--- config.mk ---
export PLATFORM = sky130hd
export DESIGN_NAME = addsub_accumulator
export DESIGN_NICKNAME = d
export VERILOG_FILES = /design/src/rtl/addsub_accumulator.sv
export SDC_FILE = /design/constraint.sdc
export NUM_CORES = 1
export LEC_CHECK = 0
export ABC_CLOCK_PERIOD_IN_PS = 3300
export BUFFER_PORTS_ARGS = -buffer_cell sky130_fd_sc_hd__buf_2
export CAP_MARGIN = 20
export CORE_UTILIZATION = 55
export CTS_CLUSTER_SIZE = 8
export DETAILED_ROUTE_END_ITERATION = 10
export PLACE_DENSITY = 0.82
export SETUP_SLACK_MARGIN = 0.5
export SLEW_MARGIN = 20
export SYNTH_ARGS = -nofsm -noshare
export SYNTH_HDL_FRONTEND = slang
export SYNTH_SLANG_ARGS = --single-unit
--- constraint.sdc ---
create_clock -name clk -period 3.3 [get_ports clk]
set_input_delay 0.33 -clock clk [delete_from_list [all_inputs] [get_ports clk]]
set_output_delay 0.33 -clock clk [all_outputs]
set_load 0.005 [all_outputs]
--- src/rtl/addsub_accumulator.sv ---
// Registered add/sub stage with a running accumulator between a command
// handshake and a response handshake.
//
// state | meaning
// IDLE  | waiting for a command; in_ready high outside reset
// EXEC  | operands latched; result, flags and acc written at the next edge
// RESP  | response held on the outputs until out_ready
module addsub_accumulator #(
  parameter int SIZE = 4
) (
  input  logic            clk,
  input  logic            rst,
  input  logic            in_valid,
  output logic            in_ready,
  input  logic [1:0]      op,
  input  logic [SIZE-1:0] a,
  input  logic [SIZE-1:0] b,
  input  logic            clr_acc,
  output logic            out_valid,
  input  logic            out_ready,
  output logic [SIZE-1:0] result,
  output logic            carry,
  output logic            overflow,
  output logic            zero,
  output logic            negative,
  output logic [SIZE-1:0] acc
);

  typedef enum logic [1:0] {
    IDLE = 2'd0,
    EXEC = 2'd1,
    RESP = 2'd2
  } state_t;

  state_t          state;
  logic [1:0]      op_q;
  logic [SIZE-1:0] a_q;
  logic [SIZE-1:0] b_q;

  logic            sub;
  logic [SIZE-1:0] x;
  logic [SIZE-1:0] bb;
  logic [SIZE:0]   sum;
  logic [SIZE-1:0] s;

  // ACC_* ops read acc as it stands during EXEC, before any clear lands.
  assign sub = op_q[0];
  assign x   = op_q[1] ? acc : a_q;
  assign bb  = b_q ^ {SIZE{sub}};
  assign sum = {1'b0, x} + {1'b0, bb} + {{SIZE{1'b0}}, sub};
  assign s   = sum[SIZE-1:0];

  assign in_ready = (state == IDLE) & ~rst;

  always_ff @(posedge clk or posedge rst) begin
    if (rst) begin
      state     <= IDLE;
      op_q      <= '0;
      a_q       <= '0;
      b_q       <= '0;
      out_valid <= 1'b0;
      result    <= '0;
      carry     <= 1'b0;
      overflow  <= 1'b0;
      zero      <= 1'b0;
      negative  <= 1'b0;
      acc       <= '0;
    end else begin
      if (clr_acc)
        acc <= '0;
      case (state)
        IDLE: begin
          if (in_valid) begin
            op_q  <= op;
            a_q   <= a;
            b_q   <= b;
            state <= EXEC;
          end
        end
        EXEC: begin
          result    <= s;
          carry     <= sum[SIZE];
          overflow  <= (x[SIZE-1] == bb[SIZE-1]) & (s[SIZE-1] != x[SIZE-1]);
          zero      <= ~|s;
          negative  <= s[SIZE-1];
          out_valid <= 1'b1;
          // A coincident clear wins over the accumulator write.
          if (!clr_acc)
            acc <= s;
          state <= RESP;
        end
        RESP: begin
          if (out_ready) begin
            out_valid <= 1'b0;
            state     <= IDLE;
          end
        end
        default: state <= IDLE;
      endcase
    end
  end

endmodule
# Word-level counts from Yosys, hierarchy flattened
# Index checks and enable logic that the tools add are counted.
[classes] add_sub_neg=2 n_eq_ne=6 muxes=9 bitwise=4 reduce_logical=7
[op_table] op="$mux 4" n=4
[op_table] op="$pmux 2 s3" n=1
[op_table] op="$reduce_and 2->1" n=3
[op_table] op="$add 4x4->5" n=1
[op_table] op="$add 5x1->5" n=1
[op_table] op="$mux 2" n=2
[op_table] op="$ne 2x2->1 const B" n=2
[op_table] op="$reduce_or 4->1" n=1
[op_table] op="$xor 4x4->4" n=1
[op_table] op="$and 1x1->1" n=2
[op_table] op="$eq 2x1->1 const B" n=1
[op_table] op="$eq 2x2->1 const B" n=1
[op_table] op="$logic_not 2->1" n=1
[op_table] op="$pmux 1 s2" n=1
[op_table] op="$reduce_bool 2->1" n=1
[op_table] op="$eq 1x1->1" n=1
[op_table] op="$logic_not 1->1" n=1
[op_table] op="$mux 1" n=1
[op_table] op="$ne 1x1->1" n=1
[op_table] op="$not 1->1" n=1
[totals] register_bits=25 input_bits=15 out_inout_bits=14 wordCells=39

# Depth between registers and ports, before layout
# Gate-level depths: netlist of the first run.
[logic_depth] ltp_word=5 depth_mapped=8

# Least setup slack after synthesis of the first run
# OpenSTA, ideal clock, no wires.
[synth_path] path_kind="register -> register" startpoint="register op_q[1]" endpoint="register zero" setup_time_ns=0.087 arrival_time_ns=1.743 required_ns=3.213 setup_slack_ns=1.470 stages_incl_launch_ff=8 n_path_buf=0 path_cell_list="dfrtp_1 > mux2i_2 > a21oi_1 > fa_1 > xor2_1 > nor2_1 > nand3_1 > o211ai_1"
[synth_via] elab_chain_cells=5
[synth_lines] item="from (decl)" line_no="36" rtl="logic [1:0] op_q;"
[synth_lines] item="from (signal assigned)" line_no="74" rtl="op_q <= op;"
[synth_lines] item="$mux 4" line_no="48" rtl="assign x = op_q[1] ? acc : a_q;"
[synth_lines] item="$add 4x4->5" line_no="50" rtl="assign sum = {1'b0, x} + {1'b0, bb} + {{SIZE{1'b0}}, sub};"
[synth_lines] item="$add 5x1->5" line_no="50"
[synth_lines] item="$reduce_or 4->1" line_no="84" rtl="zero <= ~|s;"
[synth_lines] item="$logic_not 1->1" line_no="84"
[synth_lines] item="to (signal assigned)" line_no="84"
[synth_lines] item="to (decl)" line_no="24" rtl="output logic zero,"
# No other way between the ends.
# A chain may end at the register's enable or synchronous reset.

# Final worst setup path of the first run
# Ends and elaborated chain as after synthesis.

==> results of run 1 <==
where the power goes:
group          total [uW]  switching, uW  internal [uW]
clock                 125           82.5           42.7
sequential            554            125            429
combinational         856            462            394
layout by cell type, fill, tap and decap left out, drive strengths merged:
master   instances
xor2             5
fa               1
inv              2
o2111ai          1
ha               3
nor3b            1
a21oi            8
nand2           15
buf             29
nor2             7
nand3            3
nor2b            1
o311ai           1
and2             1
nand2b           2
a21o             3
or2              1
mux2            13
mux2i            1
a31oi            1
dfrtp           24
o211ai           2
clkbuf           3
o21ai            4
nor3             3
cell families after synthesis:
logic type	Yosys count
buffers and inverters	7
flip-flops	24
AND/OR/NAND/NOR	34
adder cells (fa/ha/maj)	4
AO/OA/AOI/OAI	20
multiplexers	14
XOR/XNOR	5
worst max-delay path, cell delays in order (launching register included):
cell and delay [ps]:
dfrtp_1 490, mux2i_2 390, a21oi_1 150, fa_1 430
xor2_1 170, nor2_1 150, o2111ai_1 150, o211ai_1 120
metrics by stage:
stage	utilization (%)	hold slack [ps]	instance area (um^2)	setup WS [ps]	std cells
2_1_floorplan	-	344.6	1184	1470	108
3_3_place_gp	66.56	455.5	1333	1403	159
3_5_place_dp	66.56	460.5	1333	1306	159
4_1_cts	67.69	207.8	1355	1259	162
5_1_grt	67.69	211.8	1355	1067	162
6_report	67.69	203.3	1355	1181	162
worst min path at each step:
stage	end	cells past startpoint	slack, ps
CTS	acc[0]$_DFF_PP0_	2	210
finish	op_q[1]$_DFFE_PP0P_	2	200
floorplan	a_q[0]$_DFFE_PP0P_	1	340
global placement	result[1]$_DFFE_PP0P_	2	460
global route	acc[0]$_DFF_PP0_	2	210
detailed placement	result[0]$_DFFE_PP0P_	2	460
state kept, by name, indices dropped and copies added (netlist names), 2 cells and up:
register	cells
a_q	4
result	4
acc	4
op_q	2
state	2
b_q	4
per-layer routing:
metal,up-vias,part of all wire [%],GRT usage (%)
li1,428,-,-
met1,440,42,26.51
met2,35,51,38.97
met3,5,5.6,4.717
met4,0,1.6,11.76
met5,-,0,0
cell type report:
| cell class | count | area share, % |
|---|---|---|
| timing repair buffer | 29 | 10.90 |
| tap | 27 | 2.493 |
| multi-input combinational | 77 | 40.07 |
| inverter | 2 | 0.5540 |
| sequential | 24 | 44.32 |
| clock buffer | 3 | 1.662 |
==> summary.txt, run 1 <==
Run status
  • Status: completed

Floorplanning
  • Die X: 48.39 um
  • Die ar.: 2342 um^2
  • Die Height: 48.39 um
  • Core Region: 2002 um^2
  • I/O pin count: 29
  • Row count: 16
  • Starting Density: 59.12%

Layout
  • Sequential cell area: 600.6 um^2
  • # diodes: 0
  • Fraction of layout instances using a drive strength above 1: 36.30%
  • Number of fill cells in the layout: 166
  • P&R area growth vs syn: 14.48%
  • Multi-input gate area: 543.0 um^2
  • Nets@finish: 156

GRT
  • Initial antenna violation count: 0
  • Pin count of the biggest net entering global routing: 25
  • Number of global-route vias before repair: 900
  • First-pass GRT wire length: 4.029 mm
  • Total track usage: 22.60%
  • Total gr overflow: 0

Synthesis
  • Post-synthesis sequential area ratio: 50.74%
  • Syn Area/Cell: 10.96 um^2
  • Largest family of logic cells by synthesized area: multiplexers
  • Yosys top cell area share: 50.74%
  • Most instantiated library cell after synthesis: dfrtp_1
  • Post-synth ARST share: 100.0%
  • Mux cell area share after synthesis: 13.53%
  • Synth Warn #: 0
  • Synth Area in Compound Gates: 10.99%
  • Synthesized cell area: 1184 um^2
  • Synthesized flop and latch total: 24
  • Synth Net Count: 127
  • Main synth FF type: dfrtp_1
  • XOR/XNOR Fraction of Synth Area: 3.700%
  • Area share of fa/ha/maj cells after synthesis: 4.863%
  • Area contributors post-synth: dfrtp_1 (51%), mux2_2 (12%), nand2_1 (4.8%)
  • EDFF count, synth: 0
  • Post-synth top cells: dfrtp_1 (24), nand2_1 (15), mux2_2 (13)
  • Synth Area in Simple Gates: 12.79%
  • Post-synthesis cell type with the largest combined area: dfrtp_1
  • Cells after Synth: 108
  • Unique masters post-synth: 31

Timing
  • Final setup viols: 0
  • Fin crit share: 64.20%
  • Worst Tran Pin Value: 898.9 ps
  • Max Freq: 0.4720 GHz
  • RSZ-0062 raised after global routing: false
  • Fin Setup TNS: 0 ps
  • Endpoints failing hold: 0
  • Final min period: 2119 ps
  • Relative slew margins: 40.01%
  • Final Max Tran Viols: 0
  • Worst Clk Skew: 5.255 ps

Route
  • DRT Wirelength: 2.309 mm
  • Wire length per cell: 14.25 um
  • Remaining antenna violation count: 0
  • First DRT Iteration DRCs: 28
  • Detailed-route via count: 908
  • Vias per cell: 5.605
  • Drt pass-1 iters: 4
  • DRC Markers: 0

Place
  • Gpl congestion: 0.7838
  • Hpwl dp: 1.748 mm
  • # port buffers: 28

Flow run
  • MaxCap Viol Count: 0

Setup path
  • WP data required: 3540 ps
  • FF-to-FF End: zero$_DFFE_PP0P_
  • Crit path to: zero$_DFFE_PP0P_
  • CP startpoint kind: flop
  • CP max FO: 5
  • Worst Reg-to-Reg Cells: 7
  • Arrival @ worst endpoint: 2360 ps
  • Reg2Reg Launch Point: op_q[1]$_DFFE_PP0P_
  • R2r setup slk: 1180 ps
  • Critical path origin: op_q[1]$_DFFE_PP0P_
  • CP Capture Type: flop
  • WS Path Type: reg -> reg

Power and ir drop
  • Overall power: 1535 uW
  • PD cells: 1132 nW/um^2
  • Peak supply drop: 0.0006166 V
  • Pleak: 0.0006662 uW

Clocking
  • H-tree levels: 1
  • TritonCTS clock tree: built
  • CTS root buffer: clkbuf_4
  • Reg clk slew, reported paths: 120 ps
  • Worst-Skew Late Latency: 310 ps
  • CTS Sinks: 24
  • Clock buffer count from CTS: 3
  • Maximum clock path buffer count: 2
  • Cts hold-fix bufs: 0
  • Post-CTS setup buffers: 0
  • Post-CTS sizing: 0

Hold path
  • Hold Crit Class: in -> async
(Power assumes the default switching activity.)
==> inputs of run 2 (changes only) <==
--- a/config.mk
+++ b/config.mk
@@ -5,13 +5,13 @@
 export SDC_FILE = /design/constraint.sdc
 export NUM_CORES = 1
 export LEC_CHECK = 0
-export ABC_CLOCK_PERIOD_IN_PS = 3300
+export ABC_CLOCK_PERIOD_IN_PS = 1780
 export BUFFER_PORTS_ARGS = -buffer_cell sky130_fd_sc_hd__buf_2
 export CAP_MARGIN = 20
-export CORE_UTILIZATION = 55
+export CORE_UTILIZATION = 46
 export CTS_CLUSTER_SIZE = 8
 export DETAILED_ROUTE_END_ITERATION = 10
-export PLACE_DENSITY = 0.82
+export PLACE_DENSITY = 0.73
 export SETUP_SLACK_MARGIN = 0.5
 export SLEW_MARGIN = 20
 export SYNTH_ARGS = -nofsm -noshare
==> constraint.sdc (replaced) <==
create_clock -name clk -period 1.78 [get_ports clk]
set_input_delay 0.178 -clock clk [delete_from_list [all_inputs] [get_ports clk]]
set_output_delay 0.178 -clock clk [all_outputs]
set_load 0.005 [all_outputs]
==> run 2 against run 1 <==
The flow now finishes with violations (setup timing). Clock-buffer cell count grew 1. Worst hold slack lost 130 ps. Design area grew 14%. Core utilization shrank 4.7 points. Non-clock buffer count grew 8. Worst setup slack lost 1300 ps. Final cell count grew 7.4%. Sequential cell count is the same. Critical path depth shrank 1. Routed wire length grew 4.2%. Die area grew 19%. Largest power group unchanged.
==> summary.txt, run 2 (same netlist as run 1, synthesis figures left out) <==
Route
  • Drt pass-1 iters: 5 (+1)
  • Wire length per cell: 13.83 um (-2.9%)
  • Remaining antenna violation count: 0 (unchanged)
  • Vias per cell: 5.443 (-2.9%)
  • Detailed-route via count: 947 (+4.3%)
  • DRT Wirelength: 2.407 mm (+4.2%)
  • DRC Markers: 0 (unchanged)
  • First DRT Iteration DRCs: 14 (-50%)

Place
  • Placed Instances: 166 (+4.4%)
  • # port buffers: 28 (unchanged)
  • Hpwl dp: 1.792 mm (+2.5%)
  • Gpl congestion: 0.9018 (+15%)

Timing
  • Fin crit share: 106.5% (+42 points)
  • Worst Clk Skew: 14.41 ps (+9.154 ps)
  • Final min period: 1896 ps (-222.1 ps)
  • Relative slew margins: 77.76% (+38 points)
  • Setup ws final: -116.5 ps (-1298 ps)
  • RSZ-0062 raised after global routing: true
  • Final setup viols: 6 (+6)
  • Endpoints failing hold: 0 (unchanged)
  • Final Max Tran Viols: 0 (unchanged)
  • Fin Hold WS: 71.40 ps (-131.9 ps)
  • Max Freq: 0.5273 GHz (+12%)
  • Worst Tran Pin Value: 332.1 ps (-566.7 ps)

GRT
  • Initial antenna violation count: 0 (unchanged)
  • Total track usage: 19.53% (-3.1 points)
  • First-pass GRT wire length: 3.919 mm (-2.7%)
  • Pin count of the biggest net entering global routing: 25 (unchanged)
  • Total gr overflow: 0 (unchanged)
  • Number of global-route vias before repair: 858 (-4.7%)

Layout
  • Commonest non-fill, non-tap cell in the layout: buf_2
  • Fraction of layout instances using a drive strength above 1: 47.22% (+11 points)
  • Most frequent cells in the layout: buf_2 (28), dfrtp_1 (23), nand2_1 (15)
  • Nets@finish: 164 (+5.1%)
  • Fin cells: 174 (+7.4%)
  • # diodes: 0 (unchanged)
  • P&R area growth vs syn: 30.66%

Floorplanning
  • Row count: 18 (+2)
  • Die ar.: 2780 um^2 (+19%)
  • Die Height: 52.73 um (+9.0%)
  • Starting Density: 48.22% (-11 points)
  • Die X: 52.73 um (+9.0%)
  • I/O pin count: 29 (unchanged)
  • Core Region: 2455 um^2 (+23%)

Setup path
  • Critical path origin: op_q[1]$_DFFE_PP0P_
  • Reg2Reg Launch Point: op_q[1]$_DFFE_PP0P_
  • FF-to-FF End: zero$_DFFE_PP0P_
  • WP data required: 1960 ps (-1580 ps)
  • Crit path to: zero$_DFFE_PP0P_
  • CP max FO: 5 (unchanged)
  • CP Capture Type: flop
  • WS Path Type: reg -> reg
  • Arrival @ worst endpoint: 2080 ps (-280 ps)
  • R2r setup slk: -120 ps (-1300 ps)
  • Worst Reg-to-Reg Cells: 6 (-1)
  • CP startpoint kind: flop

Hold path
  • Hold path depth: 2
  • Hold Crit Class: in -> reg

Run status
  • Status: finished, violations left
  • Violated checks: setup timing

Power and ir drop
  • Pleak: 0.0007343 uW (+10%)
  • Peak supply drop: 0.001329 V (+120%)
  • PD cells: 2296 nW/um^2 (+100%)

Clocking
  • TritonCTS clock tree: built
  • CTS Sinks: 24 (unchanged)
  • H-tree levels: 1 (unchanged)
  • CTS root buffer: clkbuf_4
  • Clock buffer count from CTS: 3 (unchanged)
  • Worst-Skew Late Latency: 310 ps (about the same)
  • Reg clk slew, reported paths: 140 ps (+20 ps)
  • Maximum clock path buffer count: 2 (unchanged)

Flow run
  • MaxCap Viol Count: 0 (unchanged)
-- run 2: cell count changes in the layout (fill, tap and decap cells not counted), moves of 2 or more --
cell     before  now
xor2_2        0    2
o21ai_0       3    1
mux2_4        0    5
a21oi_2       2    4
buf_4         1    5
nor2_1        7    5
a21oi_1       6    4
o21ai_1       1    3
nor2_4        0    2
buf_6         0    3
xor2_1        5    2
mux2_2       13    8
-- run 2: cell type report --
| class | count | area [um^2] |
|---|---|---|
| timing repair buffer | 37 | 221.5 |
| multi-input combinational | 77 | 651.9 |
| fill | 198 | 908.4 |
| clock buffer | 4 | 26.28 |
| tap | 30 | 37.54 |
| sequential | 24 | 601.8 |
| inverter | 2 | 7.507 |
-- run 2: critical path, cell delays in order, from the launching register on --
cell and delay, ps:
dfrtp_2 460, mux2_2 390, ha_1 310, o211ai_1 180
a21oi_2 90, o2111ai_1 220, o211ai_1 120
-- run 2: power by group --
group          internal [uW]  switching, uW  total [uW]
clock                   87.3            158         246
combinational           1140           1130        2270
sequential               797            236        1030
total                   2030           1520        3550
-- run 2: worst min-delay path by stage --
stage | startpoint | endpoint | slack, ps
2_1_floorplan | rst | a_q[0]$_DFFE_PP0P_ | 190
3_3_place_gp | rst | out_valid$_DFFE_PP0P_ | 240
3_5_place_dp | rst | state[0]$_DFFE_PP0P_ | 250
4_1_cts | clr_acc | acc[0]$_DFF_PP0_ | 60
6_report | clr_acc | acc[0]$_DFF_PP0_ | 70
5_1_grt | clr_acc | acc[0]$_DFF_PP0_ | 60
-- run 2: through the flow --
stage	total power [uW]	setup slack (ps)	TNS [ps]	util, %	area (um^2)
2_1_floorplan	2335	9.049	0	-	1227
3_5_place_dp	2783	-59.55	-59.55	57.34	1408
6_report	3551	-116.5	-294.6	63.00	1546
5_1_grt	3770	-194.7	-645.0	63.00	1546
4_1_cts	3235	-78.08	-157.6	60.81	1493
3_3_place_gp	2694	23.77	0	57.34	1408
-- run 2: metal layers --
metal / vias to the layer above / track usage [%] / part of all wire, %
met5: - / 0 / 0
met4: 0 / 6.579 / 2.7
met3: 8 / 2.609 / 3.7
met2: 26 / 32.07 / 50
met1: 462 / 26.29 / 44
li1: 451 / - / -
-- run 2: what timing repair did --
| item | CTS | global route |
|---|---|---|
| endpoints found under the hold margin | 24 | 0 |
| endpoints found under the setup margin | 21 | 22 |
| buffers inserted | 2 | 1 |
| resized for setup | 8 | 11 |
| pin swaps | 4 | 5 |
| hold buffers | 1 | 0 |
| cloned | 0 | 0 |
==> inputs of run 3 (changes only) <==
==> constraint.sdc (replaced) <==
create_clock -name clk -period 1.78 [get_ports clk]
set_input_delay 0 -clock clk [delete_from_list [all_inputs] [get_ports clk]]
set_output_delay 0 -clock clk [all_outputs]
set_load 0.005 [all_outputs]
==> run 3 against run 2 <==
The run ends with DRC, setup timing left. Global-route usage rose by 4.2 points. Combinational power rose by 19%. First-iteration DRC count rose to 2.5 times the previous value. Sequential share of layout area fell by 5.5 points.
==> summary.txt, run 3 (same netlist as run 1, synthesis figures left out) <==
Timing
  • Worst Clk Skew: 1.492 ps (-12.92 ps)
  • Final Max Tran Viols: 0 (unchanged)
  • Endpoints failing hold: 0 (unchanged)
  • Fin crit share: 107.0% (+0.43 points)
  • Final min period: 1904 ps (+7.673 ps)
  • Fin Setup TNS: -425.1 ps (-130.5 ps)
  • Relative slew margins: 67.36% (-10 points)
  • Max Freq: 0.5252 GHz (-0.40%)
  • RSZ-0062 raised after global routing: true
  • Setup ws final: -124.1 ps (-7.673 ps)
  • Fin Hold WS: 216.7 ps (+145.3 ps)
  • Final setup viols: 6 (unchanged)
  • Worst Tran Pin Value: 489.1 ps (+156.9 ps)

Setup path
  • WP data required: 2030 ps (+70 ps)
  • CP startpoint kind: flop
  • CP max FO: 5 (unchanged)
  • CP Capture Type: flop
  • Arrival @ worst endpoint: 2160 ps (+80 ps)
  • WS Path Type: reg -> reg
  • R2r setup slk: -120 ps (about the same)

Run status
  • Violated checks: DRC, setup timing
  • Status: finished, violations left

GRT
  • Number of global-route vias before repair: 984 (+15%)
  • Initial antenna violation count: 0 (unchanged)
  • Total gr overflow: 0 (unchanged)
  • First-pass GRT wire length: 4.581 mm (+17%)
  • Total track usage: 23.72% (+4.2 points)
  • Pin count of the biggest net entering global routing: 14 (-44%)

Route
  • DRT Wirelength: 3.387 mm (+41%)
  • Wire length per cell: 17.55 um (+27%)
  • Detailed-route via count: 1,049 (+11%)
  • First DRT Iteration DRCs: 35 (+21)
  • Drt pass-1 iters: 7 (+2)
  • Vias per cell: 5.435 (-0.13%)
  • Remaining antenna violation count: 0 (unchanged)
  • DRC Markers: 1 (+1)

Clocking
  • CTS root buffer: clkbuf_4
  • TritonCTS clock tree: built
  • Reg clk slew, reported paths: 130 ps (about the same)
  • Maximum clock path buffer count: 2 (unchanged)
  • Worst-Skew Late Latency: 320 ps (about the same)
  • CTS Sinks: 24 (unchanged)
  • Clock buffer count from CTS: 3 (unchanged)
  • H-tree levels: 1 (unchanged)

Floorplanning
  • Starting Density: 48.22% (unchanged)
  • Row count: 18 (unchanged)
  • Die Height: 52.73 um (unchanged)
  • I/O pin count: 29 (unchanged)
  • Core Region: 2455 um^2 (unchanged)
  • Die X: 52.73 um (unchanged)
  • Die ar.: 2780 um^2 (unchanged)

Layout
  • Multi-input gate area: 713.2 um^2 (+9.4%)
  • Nets@finish: 183 (+12%)
  • Number of fill cells in the layout: 158 (-20%)
  • # diodes: 0 (unchanged)
  • Commonest non-fill, non-tap cell in the layout: buf_2
  • Util after Layout: 73.65% (+11 points)
  • P&R area growth vs syn: 52.75%
  • Most frequent cells in the layout: buf_2 (28), dfrtp_1 (21), nand2_1 (15)
  • Fraction of layout instances using a drive strength above 1: 50.92% (+3.7 points)
  • Sequential cell area: 604.3 um^2 (+0.42%)

Place
  • Hpwl dp: 1.798 mm (+0.33%)
  • Gpl congestion: 0.8889 (-1.4%)
  • # port buffers: 28 (unchanged)

Power and ir drop
  • Pleak: 0.0008609 uW (+17%)
  • PD cells: 2245 nW/um^2 (-2.2%)
  • Peak supply drop: 0.001603 V (+21%)

Flow run
  • MaxCap Viol Count: 0 (unchanged)

Hold path
  • Hold Crit Class: in -> reg
-- run 3: cell types whose count changed in the layout (fill, tap and decap cells not counted), moves of 2 or more --
| cell | change |
|---|---|
| dlygate4sd3_1 | +12 |
| mux2_2 | -8 |
| mux2_4 | +8 |
| buf_6 | +4 |
| buf_4 | +3 |
| dfrtp_1 | -2 |
| dfrtp_2 | +2 |
-- run 3: cell type report --
| type | count | share of cell area [%] |
|---|---|---|
| clock buffer | 4 | 2.007 |
| multi-input combinational | 77 | 39.45 |
| timing repair buffer | 56 | 22.63 |
| inverter | 2 | 0.4152 |
| sequential | 24 | 33.43 |
| tap | 30 | 2.076 |
-- run 3: worst max-delay path, stage by stage (launching register included) --
cell	delay [ps]
dfrtp_2	480
mux2_4	340
ha_4	320
o211ai_1	180
a21oi_2	240
o2111ai_1	160
o211ai_1	110
-- run 3: metal layers --
metal	up-vias	track usage, %	share of wire, %	wire (um)
met2	44	39.24	52	1769
met3	10	6.957	5.0	170
met1	514	29.43	40	1358
met4	0	7.456	2.6	88
met5	-	0	0	0
li1	481	-	-	-
-- run 3: per-stage QoR --
stage	worst slack, ps	cell area [um^2]	instances	total power [uW]
floorplan	9.049	1227	108	2335
global placement	22.72	1408	166	2697
detailed placement	-64.76	1408	166	2783
CTS	-63.54	1717	191	3499
global route	-243.2	1808	193	4299
finish	-124.1	1808	193	4059
-- run 3: worst paths after layout --
check	from	depth (start not counted)	end
min reg2reg	overflow$_DFFE_PP0P_	2	overflow$_DFFE_PP0P_
max in group asynchronous	rst	4	op_q[1]$_DFFE_PP0P_
min	in_valid	4	state[0]$_DFFE_PP0P_
max reg2reg	op_q[1]$_DFFE_PP0P_	6	zero$_DFFE_PP0P_
max	op_q[1]$_DFFE_PP0P_	6	zero$_DFFE_PP0P_
min in group asynchronous	rst	3	out_valid$_DFFE_PP0P_
-- run 3: where the power goes --
part	switching [uW]	internal (uW)
Clock	171	125
Combinational	1310	1400
Sequential	251	801
Total	1730	2320
-- run 3: timing repair --
action	CTS	global route
endpoints found under the hold margin	27	0
resized for setup	24	16
pin swaps	7	11
cloned	1	0
buffers inserted	7	2
hold buffers	13	0
setup endpoints to repair	21	22
